## config.mk

```make
export PLATFORM = sky130hd
export DESIGN_NAME = pc_seq_ctrl_flat
export DESIGN_NICKNAME = d
export VERILOG_FILES = /design/src/rtl/pc_seq_pkg.sv /design/src/rtl/pc_seq_ctrl_if.sv /design/src/rtl/pc_seq_decode.sv /design/src/rtl/pc_seq_ctrl.sv /design/src/flat_wrapper.sv
export SDC_FILE = /design/constraint.sdc
export NUM_CORES = 1
export LEC_CHECK = 0
export ABC_AREA = 1
export CAP_MARGIN = 0
export CORE_MARGIN = 4
export CORE_UTILIZATION = 38
export DETAILED_ROUTE_END_ITERATION = 8
export GPL_TIMING_DRIVEN = 0
export HOLD_SLACK_MARGIN = 0.03
export PLACE_DENSITY = 0.67
export RECOVER_POWER = 50
export SYNTH_ARGS = -nofsm -noshare
export SYNTH_HDL_FRONTEND = slang
export SYNTH_SLANG_ARGS = --single-unit
```

## constraint.sdc

```tcl
create_clock -name clk -period 1.4 [get_ports clk]
set_input_delay 0.28 -clock clk [delete_from_list [all_inputs] [get_ports clk]]
set_output_delay 0.28 -clock clk [all_outputs]
set_load 0.05 [all_outputs]
```

## src/rtl/pc_seq_pkg.sv

```systemverilog
// Shared constants and types for the multi-cycle PC sequencer.
// Latency: none (definitions only).
// Backpressure: none (definitions only).
package pc_seq_pkg;

    // FSM state encodings
    localparam logic [2:0] ST_FETCH  = 3'd0;
    localparam logic [2:0] ST_DECODE = 3'd1;
    localparam logic [2:0] ST_EXEC   = 3'd2;
    localparam logic [2:0] ST_MEM    = 3'd3;
    localparam logic [2:0] ST_WB     = 3'd4;

    // next-PC select codes
    localparam logic [1:0] NPC_SEQ    = 2'd0;  // PC+4
    localparam logic [1:0] NPC_BRANCH = 2'd1;  // PC+4+offset
    localparam logic [1:0] NPC_JUMP   = 2'd2;  // imm26 target
    localparam logic [1:0] NPC_JR     = 2'd3;  // register target

    // opcodes (instr[31:26])
    localparam logic [5:0] OP_RTYPE = 6'h00;
    localparam logic [5:0] OP_J     = 6'h02;
    localparam logic [5:0] OP_JAL   = 6'h03;
    localparam logic [5:0] OP_BEQ   = 6'h04;
    localparam logic [5:0] OP_ORI   = 6'h0d;
    localparam logic [5:0] OP_LUI   = 6'h0f;
    localparam logic [5:0] OP_LW    = 6'h23;
    localparam logic [5:0] OP_SW    = 6'h2b;

    // R-type function codes (instr[5:0])
    localparam logic [5:0] FN_JR    = 6'h08;
    localparam logic [5:0] FN_ADDU  = 6'h21;
    localparam logic [5:0] FN_SUBU  = 6'h23;

    // latched instruction fields the sequencer cares about
    typedef struct packed {
        logic [5:0] opcode;
        logic [5:0] funct;
    } instr_t;

    // instruction class, exactly one bit set
    typedef struct packed {
        logic j;
        logic jal;
        logic jr;
        logic beq;
        logic lw;
        logic sw;
        logic alu;
        logic nop;
    } instr_class_t;

endpackage

```

## src/rtl/pc_seq_ctrl_if.sv

```systemverilog
// Bundle of instruction/ready inputs and datapath strobes around the sequencer.
// Latency: none (wires only).
// Backpressure: memories stall the sequencer by holding imem_ready/dmem_ready low.
interface pc_seq_ctrl_if;

    logic [5:0] opcode;
    logic [5:0] funct;
    logic       zero;
    logic       imem_ready;
    logic       dmem_ready;

    logic       imem_re;
    logic       ir_we;
    logic       pc_we;
    logic       reg_we;
    logic       dmem_re;
    logic       dmem_we;
    logic [1:0] npc_sel;
    logic [2:0] state;
    logic       fault;

    // sequencer side: consumes instruction bits and handshakes, drives strobes
    modport master (
        input  opcode, funct, zero, imem_ready, dmem_ready,
        output imem_re, ir_we, pc_we, reg_we, dmem_re, dmem_we, npc_sel, state, fault
    );

    // datapath/memory side: supplies instruction bits and handshakes, obeys strobes
    modport slave (
        output opcode, funct, zero, imem_ready, dmem_ready,
        input  imem_re, ir_we, pc_we, reg_we, dmem_re, dmem_we, npc_sel, state, fault
    );

endinterface

```

## src/rtl/pc_seq_decode.sv

```systemverilog
// Classifies the latched opcode/funct into a one-hot instruction class.
// Latency: combinational.
// Backpressure: none.
module pc_seq_decode
    import pc_seq_pkg::*;
(
    input  instr_t       instr_i,
    output instr_class_t class_o
);

    // anything not recognised falls into the nop class
    always_comb begin
        class_o = '0;
        case (instr_i.opcode)
            OP_RTYPE: begin
                case (instr_i.funct)
                    FN_JR:            class_o.jr  = 1'b1;
                    FN_ADDU, FN_SUBU: class_o.alu = 1'b1;
                    default:          class_o.nop = 1'b1;
                endcase
            end
            OP_J:           class_o.j   = 1'b1;
            OP_JAL:         class_o.jal = 1'b1;
            OP_BEQ:         class_o.beq = 1'b1;
            OP_LW:          class_o.lw  = 1'b1;
            OP_SW:          class_o.sw  = 1'b1;
            OP_ORI, OP_LUI: class_o.alu = 1'b1;
            default:        class_o.nop = 1'b1;
        endcase
    end

endmodule

```

## src/rtl/pc_seq_ctrl.sv

```systemverilog
// Multi-cycle FETCH/DECODE/EXEC/MEM/WB sequencer driving PC, IR, regfile and memory strobes.
// Latency: jumps 2, beq 3, ALU 4, sw 4, lw 5 cycles, plus memory wait cycles.
// Backpressure: waits in FETCH on imem_ready (faults after IMEM_TIMEOUT cycles), in MEM on dmem_ready.
// Optional retire counter output enabled by macro PC_SEQ_RETIRE_CNT_EN.
module pc_seq_ctrl
    import pc_seq_pkg::*;
#(
    parameter int IMEM_TIMEOUT = 15
) (
    input  logic          clk,
    input  logic          reset_n,
    pc_seq_ctrl_if.master bus
`ifdef PC_SEQ_RETIRE_CNT_EN
    ,
    output logic [31:0]   retire_cnt
`endif
);

    // last wait-counter value before a missing fetch response becomes a fault
    localparam logic [3:0] WAIT_LAST = 4'(IMEM_TIMEOUT - 1);

    logic [2:0]   state_q, state_d;
    instr_t       ir_q;
    logic [3:0]   wait_cnt_q, wait_cnt_d;
    logic         fault_q, fault_d;
    instr_class_t cls;

    logic         imem_re_c, ir_we_c, pc_we_c, reg_we_c, dmem_re_c, dmem_we_c;
    logic [1:0]   npc_sel_c;

    pc_seq_decode u_decode (
        .instr_i (ir_q),
        .class_o (cls)
    );

    // next state and strobes from state, latched instruction and live ready/zero
    always_comb begin
        state_d    = ST_FETCH;
        wait_cnt_d = wait_cnt_q;
        fault_d    = fault_q;
        imem_re_c  = 1'b0;
        ir_we_c    = 1'b0;
        pc_we_c    = 1'b0;
        reg_we_c   = 1'b0;
        dmem_re_c  = 1'b0;
        dmem_we_c  = 1'b0;
        npc_sel_c  = NPC_SEQ;
        case (state_q)
            ST_FETCH: begin
                // a faulted sequencer parks here with the fetch port idle
                if (!fault_q) begin
                    imem_re_c = 1'b1;
                    if (bus.imem_ready) begin
                        ir_we_c    = 1'b1;
                        pc_we_c    = 1'b1;
                        npc_sel_c  = NPC_SEQ;
                        wait_cnt_d = '0;
                        state_d    = ST_DECODE;
                    end else if (wait_cnt_q == WAIT_LAST) begin
                        fault_d = 1'b1;
                    end else begin
                        wait_cnt_d = wait_cnt_q + 4'd1;
                    end
                end
            end
            ST_DECODE: begin
                if (cls.j || cls.jal) begin
                    pc_we_c   = 1'b1;
                    npc_sel_c = NPC_JUMP;
                    reg_we_c  = cls.jal;
                end else if (cls.jr) begin
                    pc_we_c   = 1'b1;
                    npc_sel_c = NPC_JR;
                end else if (!cls.nop) begin
                    state_d = ST_EXEC;
                end
            end
            ST_EXEC: begin
                if (cls.beq) begin
                    // npc_sel only leaves PC+4 when the branch is actually taken
                    if (bus.zero) begin
                        pc_we_c   = 1'b1;
                        npc_sel_c = NPC_BRANCH;
                    end
                end else if (cls.lw || cls.sw) begin
                    state_d = ST_MEM;
                end else if (cls.alu) begin
                    state_d = ST_WB;
                end
            end
            ST_MEM: begin
                dmem_re_c = cls.lw;
                dmem_we_c = cls.sw;
                if (!(cls.lw || cls.sw)) begin
                    state_d = ST_FETCH;
                end else if (!bus.dmem_ready) begin
                    state_d = ST_MEM;
                end else if (cls.lw) begin
                    state_d = ST_WB;
                end
            end
            ST_WB: begin
                reg_we_c = 1'b1;
            end
            default: begin
                state_d = ST_FETCH;
            end
        endcase
    end

    // state, fetch wait counter and sticky fault
    always_ff @(posedge clk or negedge reset_n) begin
        if (!reset_n) begin
            state_q    <= ST_FETCH;
            wait_cnt_q <= '0;
            fault_q    <= 1'b0;
        end else begin
            state_q    <= state_d;
            wait_cnt_q <= wait_cnt_d;
            fault_q    <= fault_d;
        end
    end

    // instruction register captures opcode/funct on the fetch handshake
    always_ff @(posedge clk or negedge reset_n) begin
        if (!reset_n) begin
            ir_q <= '0;
        end else if (ir_we_c) begin
            ir_q <= '{opcode: bus.opcode, funct: bus.funct};
        end
    end

    // reset gates every strobe so the datapath sees silence even though FETCH is forced
    assign bus.imem_re = reset_n & imem_re_c;
    assign bus.ir_we   = reset_n & ir_we_c;
    assign bus.pc_we   = reset_n & pc_we_c;
    assign bus.reg_we  = reset_n & reg_we_c;
    assign bus.dmem_re = reset_n & dmem_re_c;
    assign bus.dmem_we = reset_n & dmem_we_c;
    assign bus.npc_sel = reset_n ? npc_sel_c : NPC_SEQ;
    assign bus.state   = state_q;
    assign bus.fault   = fault_q;

`ifdef PC_SEQ_RETIRE_CNT_EN
    logic [31:0] retire_q;

    // one count per instruction that returns to FETCH; wraps naturally
    always_ff @(posedge clk or negedge reset_n) begin
        if (!reset_n) begin
            retire_q <= '0;
        end else if ((state_q != ST_FETCH) && (state_d == ST_FETCH)) begin
            retire_q <= retire_q + 32'd1;
        end
    end

    assign retire_cnt = retire_q;
`endif

endmodule

```

## src/flat_wrapper.sv

```systemverilog
// flat-port wrapper written by rule: the top's interface ports become plain ports
module pc_seq_ctrl_flat import pc_seq_pkg::*;
#(
    parameter int IMEM_TIMEOUT = 15
)
  (clk, reset_n, bus_opcode, bus_funct, bus_zero, bus_imem_ready, bus_dmem_ready, bus_imem_re, bus_ir_we, bus_pc_we, bus_reg_we, bus_dmem_re, bus_dmem_we, bus_npc_sel, bus_state, bus_fault);
  pc_seq_ctrl_if bus_i ();
  input  logic clk;
  input  logic reset_n;
  input wire logic [$bits(bus_i.opcode)-1:0] bus_opcode;
  input wire logic [$bits(bus_i.funct)-1:0] bus_funct;
  input wire logic [$bits(bus_i.zero)-1:0] bus_zero;
  input wire logic [$bits(bus_i.imem_ready)-1:0] bus_imem_ready;
  input wire logic [$bits(bus_i.dmem_ready)-1:0] bus_dmem_ready;
  output wire logic [$bits(bus_i.imem_re)-1:0] bus_imem_re;
  output wire logic [$bits(bus_i.ir_we)-1:0] bus_ir_we;
  output wire logic [$bits(bus_i.pc_we)-1:0] bus_pc_we;
  output wire logic [$bits(bus_i.reg_we)-1:0] bus_reg_we;
  output wire logic [$bits(bus_i.dmem_re)-1:0] bus_dmem_re;
  output wire logic [$bits(bus_i.dmem_we)-1:0] bus_dmem_we;
  output wire logic [$bits(bus_i.npc_sel)-1:0] bus_npc_sel;
  output wire logic [$bits(bus_i.state)-1:0] bus_state;
  output wire logic [$bits(bus_i.fault)-1:0] bus_fault;
  assign bus_i.opcode = bus_opcode;
  assign bus_i.funct = bus_funct;
  assign bus_i.zero = bus_zero;
  assign bus_i.imem_ready = bus_imem_ready;
  assign bus_i.dmem_ready = bus_dmem_ready;
  assign bus_imem_re = bus_i.imem_re;
  assign bus_ir_we = bus_i.ir_we;
  assign bus_pc_we = bus_i.pc_we;
  assign bus_reg_we = bus_i.reg_we;
  assign bus_dmem_re = bus_i.dmem_re;
  assign bus_dmem_we = bus_i.dmem_we;
  assign bus_npc_sel = bus_i.npc_sel;
  assign bus_state = bus_i.state;
  assign bus_fault = bus_i.fault;
  pc_seq_ctrl #(.IMEM_TIMEOUT(IMEM_TIMEOUT)) u_core (.clk(clk), .reset_n(reset_n), .bus(bus_i));
endmodule
```

### After elaboration in Yosys (flattened, before gate mapping)

Cells that the tools add are included.

| storage, ports and cells | value |
|---|---|
| register bits | 20 |
| input port bits | 17 |
| output and inout bits | 12 |
| word-level logic and storage cells | 86 |

| operators by class | value |
|---|---|
| add/subtract/negate cells | 1 |
| eq/ne operators | 16 |
| multiplexer cells | 48 |
| bitwise operators | 7 |
| reduce and logical (&&, ||, !) cells | 9 |

Operator list:

| kind | count |
|---|---|
| two-way mux 3 bit | 9 |
| two-way mux 1 bit | 26 |
| == test 6 bit, second input constant | 4 |
| == test 6 x 4 -> 1 bit, second input constant | 3 |
| == test 6 x 2 -> 1 bit, second input constant | 2 |
| one-hot mux 3 bit (4 select lines) | 1 |
| two-way mux 2 bit | 5 |
| two-way mux 4 bit | 2 |
| OR reduction 7 bit | 1 |
| AND 1 bit | 6 |
| == test 3 x 2 -> 1 bit, second input constant | 2 |
| == test 6 x 3 -> 1 bit, second input constant | 1 |
| logical NOT 6 bit | 1 |
| one-hot mux 1 bit (2 select lines) | 3 |
| adder 4 x 1 -> 4 bit, second input constant | 1 |
| == test 4 bit, second input constant | 1 |
| one-hot mux 2 bit (2 select lines) | 1 |
| OR reduction 2 bit | 2 |
| == test 3 x 1 -> 1 bit, second input constant | 1 |
| == test 3 bit, second input constant | 1 |
| logical NOT 3 bit | 1 |
| one-hot mux 1 bit (3 select lines) | 1 |
| AND reduction 3 bit | 1 |
| OR reduction 3 bit | 1 |
| other kinds (3) | 4 |

### Longest topological paths before layout

Gate-level depths: netlist (run 1).

| logic depth | value |
|---|---|
| word-level depth | 8 |
| depth in mapped cells | 9 |
| gate-level depth less buffers | 8 |

### By module

Synthesis (run 1) repeated with hierarchy kept, for this count alone.

| unflattened totals | value |
|---|---|
| cells, all modules | 179 |
| area total of the unflattened synthesis | 1249.9 µm² |

Modules (own cells, without submodules):

| module | instances | cells each | area each (µm²) | sequential area each (µm²) |
|---|---|---|---|---|
| pc_seq_ctrl | 1 | 138 | 1046.0 | 500.5 |
| pc_seq_decode | 1 | 41 | 203.9 | 0.0 |

### Worst setup path after synthesis (run 1)

No wires, ideal clock.

| path | value |
|---|---|
| path kind | register to output |
| from | register u_core.state_q[1] (netlist: u_core.bus.state[1]) |
| to | output port bus_dmem_we |
| arrival time | 2378 ps |
| required time | 1120 ps |
| path slack | -1258 ps |
| stages on the path, launching flop included | 3 |
| buffers on the path | 0 |
| path through | dfrtp_1 > nand2_1 > nor4_1 |

| on the way | value |
|---|---|
| longest elaborated chain between the ends | 3 |

RTL lines:

| item | line | text |
|---|---|---|
| start: declaration | pc_seq_ctrl.sv:22 | `logic [2:0] state_q, state_d;` |
| start signal: assignment | pc_seq_ctrl.sv:118 | `state_q <= state_d;` |
| == test 3 x 2 -> 1 bit | pc_seq_ctrl.sv:48 | `case (state_q)` |
| two-way mux 1 bit | pc_seq_ctrl.sv:48 |  |
| AND 1 bit | pc_seq_ctrl.sv:139 | `assign bus.dmem_we = reset_n & dmem_we_c;` |
| end: declaration | flat_wrapper.sv:20 | `output wire logic [$bits(bus_i.dmem_we)-1:0] bus_dmem_we;` |

Every way passes these cells.

### Worst setup path after layout (run 1)

| path | value |
|---|---|
| from | register u_core.ir_q[10] (netlist name) |
| to | output port bus_pc_we |

| on the way | value |
|---|---|
| longest elaborated chain between the ends | 6 |
| elaborated cells between the ends (all ways) | 14 |
| those cells by class | 3 x eq/ne; 8 x mux; 1 x bitwise; 2 x reduce/logical |

RTL lines:

| item | line | text |
|---|---|---|
| start: declaration | pc_seq_ctrl.sv:23 | `instr_t ir_q;` |
| start signal: assignment | pc_seq_ctrl.sv:129 | `ir_q <= '{opcode: bus.opcode, funct: bus.funct};` |
| logical NOT 6 bit or == test 6 x 2 -> 1 bit (tied branches) | pc_seq_decode.sv:14 | `case (instr_i.opcode)` |
| two-way mux 1 bit | pc_seq_decode.sv:14 |  |
| two-way mux 1 bit or logical OR 1 bit (tied branches) | pc_seq_ctrl.sv:71, pc_seq_ctrl.sv:67 |  |
| two-way mux 1 bit | pc_seq_ctrl.sv:67 | `if (cls.j \|\| cls.jal) begin` |
| one-hot mux 1 bit (3 select lines) (*) | pc_seq_ctrl.sv:48 |  |
| AND 1 bit (*) | pc_seq_ctrl.sv:136 | `assign bus.pc_we = reset_n & pc_we_c;` |
| end: declaration | flat_wrapper.sv:17 | `output wire logic [$bits(bus_i.pc_we)-1:0] bus_pc_we;` |

Mark *: on every way between the ends. The rest lies on a longest branch, timed or not.

==> flow_metrics.env, run 1 <==
export IMPL_rows=19
export IMPL_async_flop_share_pct=100
export IMPL_synth_warnings=0
export IMPL_failed_checks="negative setup slack"
export IMPL_grt_pass1_wl_um=4910
export IMPL_cts_inserted_buffers=3
export IMPL_tightest_slew_ps=960
export IMPL_die_x_um=62.4
export IMPL_ys_seq_elements=20
export IMPL_outcome="finished, violations left"
export IMPL_synth_common_cells="nand2_1 (52), nor2_1 (25), dfrtp_1 (20)"
export IMPL_synth_nets=172
export IMPL_drive_gt1_share_pct=47.2
export IMPL_p_leak_nw=0.925
export IMPL_finalHoldViolations=0
export IMPL_ir_drop_v=0.000515
export IMPL_clk_pin_slew_ps=120
export IMPL_finalNonFillerCells=249
export IMPL_cp_required_ps=1120
export IMPL_io_buffers=28
export IMPL_ys_flop_type="dfrtp_1"
export IMPL_total_power_mw=1.08
export IMPL_grt_pass1_vias=1178
export IMPL_synthesis_area_um2=1120
export IMPL_cp_start_kind="flip-flop"
export IMPL_core_area_um2=2780
export IMPL_nFillCells=223
export IMPL_via_count=1248
export IMPL_cts_root_buf="clkbuf_4"
export IMPL_cts_tree="yes"
export IMPL_area_growth_pct=76.6
export IMPL_drt_total_wl_um=3550
export IMPL_multi_input_area_um2=731
export IMPL_firstDrtPassIters=4
export IMPL_powerDensity_nw_per_um2=544
export IMPL_max_cap_viol_count=0
export IMPL_htreeDepth=1
export IMPL_crit_type="reg -> out"
export IMPL_drc=0
export IMPL_synth_most_common_cell="nand2_1"
export IMPL_viasPerCell=5.01
export IMPL_setup_viol=22
export IMPL_fin_crit_sh_pct=144
export IMPL_cp_arrival_ps=1740
export IMPL_ant_nets=0
export IMPL_skew_ps=6.81
export IMPL_synth_area_per_cell_um2=7.35
export IMPL_synth_area_leaders="dfrtp_1 (44%), nand2_1 (17%), nor2_1 (8.3%)"
export IMPL_placed_cells=212
export IMPL_max_freq_ghz=0.496
export IMPL_end_kind="output port"
export IMPL_fp_dieH_um=62.4
export IMPL_rsz0062_at_grt="yes"
export IMPL_overflow=0
export IMPL_wl_per_cell_um=14.2
export IMPL_die_area_um2=3890
export IMPL_synthDominantCellAreaShare_pct=44.5
export IMPL_synth_cells=153
export IMPL_hpwl_um=1930
export IMPL_preCtsSetupSlack_ps=-2000
export IMPL_grtUsageTotal_pct=15.1
export IMPL_period_needed_ps=2020
export IMPL_relSlewSlack_pct=35.8
export IMPL_crit_path_max_fanout=5
export IMPL_initial_core_util_pct=40.4
export IMPL_yosysSeqAreaShare_pct=44.5
export IMPL_seqCellArea_um2=504
export IMPL_cts_sink_count=20
export IMPL_yosysTopAreaCell="dfrtp_1"
export IMPL_timing_hold_ws_ps=486
export IMPL_antenna_found_initial=0
export IMPL_synth_edff_count=0
export IMPL_slew_violations=0
export IMPL_hold_class="reg -> reg"
export IMPL_finalNetCount=238
export IMPL_n_antenna_cell=0
export IMPL_grt_max_degree=23
export IMPL_synth_cell_types=21
export IMPL_finalWorstSetupSlack_ps=-618
export IMPL_clk_latency_ps=300
export IMPL_io_pins=29
export IMPL_place_congestion=0.860
export IMPL_drt_initial_drc_count=51
export IMPL_clockBufferDepth=2
where the power goes:
part | switching, mW | internal, mW
registers | 0.0199 | 0.600
logic | 0.0850 | 0.0859
clock network | 0.179 | 0.111
cell families after synthesis:
| logic type | after synthesis | synth area share [%] |
|---|---|---|
| AO/OA/AOI/OAI | 13 | 6.34 |
| adder cells (fa/ha/maj) | 2 | 2.22 |
| buffers and inverters | 19 | 7.90 |
| flip-flops | 20 | 44.5 |
| AND/OR/NAND/NOR | 99 | 39.0 |
routing by layer:
metal / GRT usage [%] / share of wire, % / vias to the layer above
met5: 0 / 0 / -
met4: 7.96 / 1.6 / 0
met3: 3.24 / 4.4 / 8
met2: 27.1 / 54 / 33
met1: 16.5 / 40 / 592
li1: - / - / 615
final timing paths:
path | depth (start not counted) | slack (ps) | endpoint | start
min reg2reg | 2 | 490 | u_core.ir_q[1]$_DFFE_PN0P_ | u_core.ir_q[1]$_DFFE_PN0P_
max reg2reg | 10 | -120 | u_core.wait_cnt_q[2]$_DFFE_PN0P_ | u_core.bus.state[1]$_DFF_PN0_
min | 2 | 490 | u_core.ir_q[1]$_DFFE_PN0P_ | u_core.ir_q[1]$_DFFE_PN0P_
min in group asynchronous | 2 | 700 | u_core.wait_cnt_q[1]$_DFFE_PN0P_ | reset_n
max | 6 | -620 | bus_pc_we | u_core.ir_q[10]$_DFFE_PN0P_
max in group asynchronous | 2 | 60 | u_core.bus.state[0]$_DFF_PN0_ | reset_n
final cells by class:
type | count | share of cell area [%]
Inverter | 17 | 3.40
Buffer | 2 | 1.32
Sequential cell | 20 | 25.4
Multi-Input combinational cell | 114 | 36.8
Tap cell | 31 | 1.95
Timing Repair Buffer | 61 | 29.8
Clock buffer | 4 | 1.32
what timing repair did:
| item | CTS | global route |
|---|---|---|
| gates cloned | 1 | 1 |
| pin swaps | 7 | 11 |
| resized for setup | 91 | 49 |
| setup buffers | 20 | 12 |
| endpoints found under the hold margin | 20 | 20 |
| setup endpoints to repair | 16 | 29 |
flip-flops by register name (all words and copies together) (netlist names):
| name | count |
|---|---|
| u_core.ir_q | 12 |
| u_core.bus.fault | 1 |
| u_core.bus.state | 3 |
| u_core.wait_cnt_q | 4 |
placed cells by master, fill, tap and decap left out, drive strengths merged:
| cell | count |
|---|---|
| nand2 | 53 |
| nor3 | 1 |
| buf | 44 |
| nand4 | 1 |
| o22ai | 2 |
| nand3 | 12 |
| dlygate4sd3 | 1 |
| or2 | 1 |
| clkinvlp | 1 |
| o21ai | 5 |
| o2111ai | 1 |
| a21oi | 5 |
| ha | 2 |
| clkdlybuf4s50 | 15 |
| inv | 16 |
| nor4 | 1 |
| nor2 | 30 |
| dfrtp | 20 |
| clkbuf | 7 |
stage by stage:
| step | instance area, um^2 | util, % | TNS (ps) |
|---|---|---|---|
| after global routing | 1990 | 71.4 | -8980 |
| after floorplan | 1200 | - | -1790 |
| after detailed placement | 1520 | 54.7 | -19510 |
| final | 1990 | 71.4 | -4690 |
| after CTS | 1740 | 62.6 | -4060 |
| after global placement | 1520 | 54.7 | -18030 |
worst max-delay path, stage by stage, from the launching register on:
cell     delay (ps)
dfrtp_1         430
nor2_4          170
nand3_1         210
nor2_2          210
nor2_1          100
a21oi_4         150
buf_6           170
Note: power is estimated with default switching activity, not from simulation.
==> inputs of run 2 (changes only) <==
Settings changed: SETUP_SLACK_MARGIN from default to 0.3.
==> run 2 against run 1 <==
The flow finishes with violations (negative hold slack, negative setup slack). Global-route usage grew 1.8 points. Routed wire length grew 11%. Critical endpoint unchanged. Clock power grew 71%. Clock skew shrank 2.0 ps. Final area grew 8.5%. Largest power group unchanged. Highest routed layer unchanged. Sequential share of layout area shrank 1.9 points.
==> flow_metrics.env, run 2 (same netlist as run 1, synthesis figures left out) <==
export IMPL_cts_inserted_buffers=3
export IMPL_die_x_um=62.4
export IMPL_period_needed_ps=2110
export IMPL_dpl_cell_area_um2=1520
export IMPL_crit_type="reg -> out"
export IMPL_die_area_um2=3890
export IMPL_fin_crit_sh_pct=150
export IMPL_drt_initial_drc_count=66
export IMPL_worst_path_buf_inv=2
export IMPL_skew_ps=4.79
export IMPL_firstDrtPassIters=4
export IMPL_clockBufferDepth=2
export IMPL_final_common_cell="nand2_1"
export IMPL_tightest_slew_ps=316
export IMPL_ir_drop_v=0.000509
export IMPL_setup_viol=24
export IMPL_p_leak_nw=1.00
export IMPL_multi_input_area_um2=747
export IMPL_hpwl_um=1960
export IMPL_fp_dieH_um=62.4
export IMPL_drc=0
export IMPL_slowest_stage="dfrtp_2"
export IMPL_clk_latency_ps=310
export IMPL_antenna_found_initial=0
export IMPL_grtUsageTotal_pct=17.0
export IMPL_hold_class="in -> async"
export IMPL_max_cap_viol_count=0
export IMPL_initial_core_util_pct=40.4
export IMPL_grt_max_degree=23
export IMPL_crit_path_max_fanout=5
export IMPL_finalNetCount=245
export IMPL_finalNonFillerCells=256
export IMPL_cp_start_kind="flip-flop"
export IMPL_powerDensity_nw_per_um2=599
export IMPL_n_antenna_cell=0
export IMPL_rsz0062_at_grt="yes"
export IMPL_io_pins=29
export IMPL_critPathTopFamily="simple AND/OR/NAND/NOR gates"
export IMPL_core_area_um2=2780
export IMPL_cts_tree="yes"
export IMPL_critical_path_max_stage_delay_ps=490
export IMPL_rr_worst_depth=16
export IMPL_wl_per_cell_um=15.4
export IMPL_rr_endpoint="u_core.ir_q[3]$_DFFE_PN0P_"
export IMPL_nFillCells=191
export IMPL_ant_nets=0
export IMPL_cp_arrival_ps=1830
export IMPL_finalHoldViolations=20
export IMPL_slew_violations=0
export IMPL_fin_area_um2=2160
export IMPL_relSlewSlack_pct=78.9
export IMPL_outcome="finished, violations left"
export IMPL_grt_pass1_wl_um=5380
export IMPL_clk_pin_slew_ps=130
export IMPL_failed_checks="negative hold slack, negative setup slack"
export IMPL_max_freq_ghz=0.475
export IMPL_place_congestion=0.752
export IMPL_cp_required_ps=1120
export IMPL_end_kind="output port"
export IMPL_placed_cells=212
export IMPL_viasPerCell=5.11
export IMPL_overflow=0
export IMPL_area_growth_pct=91.7
export IMPL_largest_reg_flops=12
export IMPL_cts_sink_count=20
export IMPL_io_buffers=28
export IMPL_grt_pass1_vias=1202
export IMPL_drt_total_wl_um=3940
export IMPL_rows=19
export IMPL_drive_gt1_share_pct=54.2
export IMPL_seqCellArea_um2=505
export IMPL_timing_hold_ws_ps=-163
export IMPL_htreeDepth=1
export IMPL_regToRegSetupSlack_ps=-550
export IMPL_top_register="u_core.ir_q"
export IMPL_final_cell_mix="nand2_1 (33), buf_6 (29), buf_4 (19)"
export IMPL_finalWorstSetupSlack_ps=-706
export IMPL_cts_root_buf="clkbuf_4"
export IMPL_via_count=1307
export IMPL_path_cells="buf_6 -> nand2_1 -> nor2_2 -> nand2_2 -> nor2_4 -> nor2_2 -> a21oi_4 -> buf_6"
export IMPL_rr_startpoint="u_core.bus.state[2]$_DFF_PN0_"
[run 2: cell count changes in the layout (fill, tap and decap cells not counted), moves of 2 or more]
cell / before / now
buf_4: 24 / 19
buf_6: 15 / 29
clkbuf_2: 2 / 0
nand2_1: 39 / 33
nand2_2: 12 / 18
nand3_2: 3 / 5
[run 2: worst reg2reg max path, stage by stage (launching register included)]
cell and delay [ps]:
dfrtp_2 480, inv_2 70, nand2_2 70, inv_2 50, nand2_4 80, nor2_8 50, buf_6 120, buf_6 100
buf_6 100, buf_6 110, buf_6 110, buf_6 100, buf_6 100, buf_6 110, buf_6 110, nand2_2 40
o21ai_1 50
[run 2: worst max-delay path by stage]
stage / depth (start not counted) / endpoint / start / slack [ps]
final: 8 / bus_pc_we / u_core.bus.state[1]$_DFF_PN0_ / -710
after global routing: 8 / bus_pc_we / u_core.bus.state[1]$_DFF_PN0_ / -760
after floorplan: 8 / bus_ir_we / u_core.bus.state[0]$_DFF_PN0_ / -320
after detailed placement: 4 / bus_reg_we / reset_n / -1970
after global placement: 4 / bus_pc_we / reset_n / -1930
after CTS: 8 / bus_pc_we / u_core.ir_q[10]$_DFFE_PN0P_ / -540
[run 2: metrics by stage]
stage          util [%]  total power [mW]  setup TNS [ps]  setup slack, ps
2_1_floorplan         -             0.683           -1790             -325
3_3_place_gp       54.8             0.750          -17790            -1930
3_5_place_dp       54.8             0.754          -19110            -1970
4_1_cts            67.8              1.27           -5560             -543
5_1_grt            77.5              1.35           -9260             -763
6_report           77.5              1.29           -7170             -706
[run 2: what timing repair did]
item / CTS / global route
endpoints found under the hold margin: 20 / 20
pin swaps: 7 / 10
gates cloned: 0 / 2
buffers inserted: 28 / 10
endpoints found under the setup margin: 52 / 32
resized for setup: 112 / 54
[run 2: per-layer routing]
metal	share of wire (%)	wire length, um	GRT usage (%)
met4	2.0	78	9.28
met5	0	0	0
met2	54	2120	28.4
met1	40	1560	20.7
met3	4.6	183	2.70
[run 2: area by class of cell]
class | instances | share of cell area (%)
multi-input combinational | 114 | 34.6
clock buffer | 3 | 1.04
buffer | 2 | 1.68
clock inverter | 1 | 1.39
sequential | 20 | 23.4
timing repair buffer | 68 | 32.8
tap | 31 | 1.80
inverter | 17 | 3.13
[run 2: where the power goes]
part	total (mW)	switching (mW)	internal, mW
sequential	0.623	0.0228	0.600
clock	0.495	0.205	0.290
combinational	0.174	0.0869	0.0875
total	1.29	0.315	0.977
==> RTL change (flow settings as in run 1) <==
`IMEM_TIMEOUT` is set to 15 in 2 places; all go to 8.
--- a/src/rtl/pc_seq_ctrl.sv
+++ b/src/rtl/pc_seq_ctrl.sv
@@ -6,5 +6,5 @@
     import pc_seq_pkg::*;
 #(
-    parameter int IMEM_TIMEOUT = 15
+    parameter int IMEM_TIMEOUT = 8
 ) (
     input  logic          clk,
--- a/src/flat_wrapper.sv
+++ b/src/flat_wrapper.sv
@@ -2,5 +2,5 @@
 module pc_seq_ctrl_flat import pc_seq_pkg::*;
 #(
-    parameter int IMEM_TIMEOUT = 15
+    parameter int IMEM_TIMEOUT = 8
 )
   (clk, reset_n, bus_opcode, bus_funct, bus_zero, bus_imem_ready, bus_dmem_ready, bus_imem_re, bus_ir_we, bus_pc_we, bus_reg_we, bus_dmem_re, bus_dmem_we, bus_npc_sel, bus_state, bus_fault);
Check against the original RTL: not equivalent (Yosys sat finds a counterexample within 10 cycles, from zero or initial values and one cycle with reset_n low).
==> RTL change against run 1 <==
The run still ends with setup timing left. Area after synthesis shrank 0.78%. First-iteration DRC count down 24%. Worst setup slack better by 0.16 ns. Total power fell by 0.94%. Routed wire length fell by 16%. Final area shrank 8.4%. Sequential cell count stayed put. Non-clock buffer count is 13 lower.
==> RTL change: results (changes against run 1) <==
Routing
  – Drt via density: 4.94 (-1.4%)
  – Routed wire length: 2.97 mm (-16%)
  – DR iter-0 viols: 39 (-24%)

Global routing
  – Initial antenna violation count: 0 (unchanged)
  – Vias in the first global route: 1186 (+0.68%)
  – GRT Overall Usage: 15.4% (+0.21 points)
  – Global-route wire length before repair: 4.96 mm (+1.1%)
  – Largest net degree at the start of global routing: 21 (-8.7%)

Synthesis
  – Multiplexer share of the synthesized area: 0% (unchanged)
  – Synth Area in Adders: 1.12% (-1.1 points)
  – Synth Area in Compound Gates: 5.94% (-0.40 points)
  – Count of cell types in the netlist: 20 (-4.8%)
  – Async S/R FF share, synth: 100% (unchanged)
  – Seq/Total Area, Yosys: 44.8% (+0.35 points)
  – Synth top area cells: dfrtp_1, nand2_1, nor2_1, inv_1, nand3_1
  – Most instantiated cells after synthesis: nand2_1, dfrtp_1, nor2_1, inv_1, nand3_1
  – Yosys warnings: 0 (unchanged)
  – Syn_nets: 166 (-3.5%)
  – XOR/XNOR Fraction of Synth Area: 0.785% (+0.78 points)

Timing
  – Post-route setup slack: -0.456 ns (+0.162 ns)
  – Final setup fails: 12 (-45%)
  – Worst rel slew slack: 27.8% (-7.9 points)
  – Setup_tns: -3.51 ns (+1.19 ns)
  – Hold slack: 0.370 ns (-0.117 ns)
  – Clk_skew: 0.0112 ns (+0.00443 ns)

Finish
  – Largest reg by FF count: u_core.ir_q
  – Filler cell count: 246 (+10%)
  – Commonest non-fill, non-tap cell in the layout: nand2_1
  – Share of cells above drive strength 1: 41.3% (-6.0 points)
  – # nets final: 220 (-7.6%)
  – Largest register FFs: 12 (unchanged)

Placement
  – I/O Buffers: 28 (unchanged)
  – Placer Congestion: 0.758 (-12%)
  – Detailed placement HPWL: 1.98 mm (+2.7%)
  – Placed cell area: 0.00152 sq mm (-0.33%)

Clock network
  – Num CTS Buffers: 3 (unchanged)
  – H-tree lvl count: 1 (unchanged)
  – Clk_lat worst skew: 0.30 ns (about the same)
  – CTS Root Cell: clkbuf_4
  – Clk slew on worst S/H paths: 0.12 ns (about the same)

Critical path
  – Slowest CP cell: dfrtp_1
  – CP endpoint: bus_pc_we
  – Reg-to-reg endpoint: u_core.wait_cnt_q[2]
  – Worst R2R Path Depth: 8 (-2)
  – CP Capture Type: primary output
  – Worst-path maximum fanout: 4 (-1)

Run status
  – Status: finished with violations
  – Failing checks: setup timing

Power
  – Psw: 273 uW (-3.6%)
  – Worst vdd ir: 0.497 mV (-3.5%)
  – Leak Pwr: 0.000824 uW (-11%)

Flow run
  – Max_cap viols: 0 (unchanged)

Worst hold path
  – Hold Crit Class: in2async
## RTL change: area by class of cell
type	count	area, sq um	share of cell area (%)
Sequential cell	20	507	27.9
Tap cell	31	38.8	2.13
Timing Repair Buffer	49	452	24.8
Buffer	1	15.0	0.825
Multi-Input combinational cell	111	707	38.9
Inverter	16	73.8	4.06
Clock buffer	4	26.3	1.44
## RTL change: kinds of logic after synthesis
family / Yosys count
AOI/OAI and AO/OA: 13
and+or+nand+nor: 96
buffers and inverters: 17
xor gates and xnor gates: 1
adders and majority gates: 1
DFF: 20
## RTL change: power by group through the flow
stage	clock network, uW	logic, uW	registers, uW
after floorplan	0	56.8	628
after global placement	0	122	631
after detailed placement	0	124	632
after CTS	290	150	622
after global routing	320	184	626
final	281	166	623
## RTL change: per-stage QoR
stage / utilization (%) / setup WS (ns) / instances
global placement: 54.6 / -1.93 / 207
finish: 65.4 / -0.456 / 232
detailed placement: 54.6 / -1.96 / 207
floorplan: - / -0.270 / 148
CTS: 61.1 / -0.509 / 224
global route: 65.4 / -0.569 / 232
## RTL change: worst max-delay path, delay by kind of cell (launching register included)
| kind | cells | cell delay (ns) |
|---|---|---|
| AO/OA/AOI/OAI | 1 | 0.14 |
| AND/OR/NAND/NOR | 6 | 0.57 |
| buffers and inverters | 1 | 0.17 |
| flip-flops | 1 | 0.42 |
## RTL change: routing by layer
layer  GRT usage, %  part of all wire (%)
met5              0                     0
met4           5.69                   1.1
met3           3.24                   3.7
met2           26.2                    51
met1           18.8                    44
## RTL change: timing repair
action,4_1_cts,5_1_grt
pin swaps,8,10
resized for setup,100,22
setup buffers,12,8
hold endpoints to repair,20,0
setup endpoints to repair,12,43
hold buffers,1,0
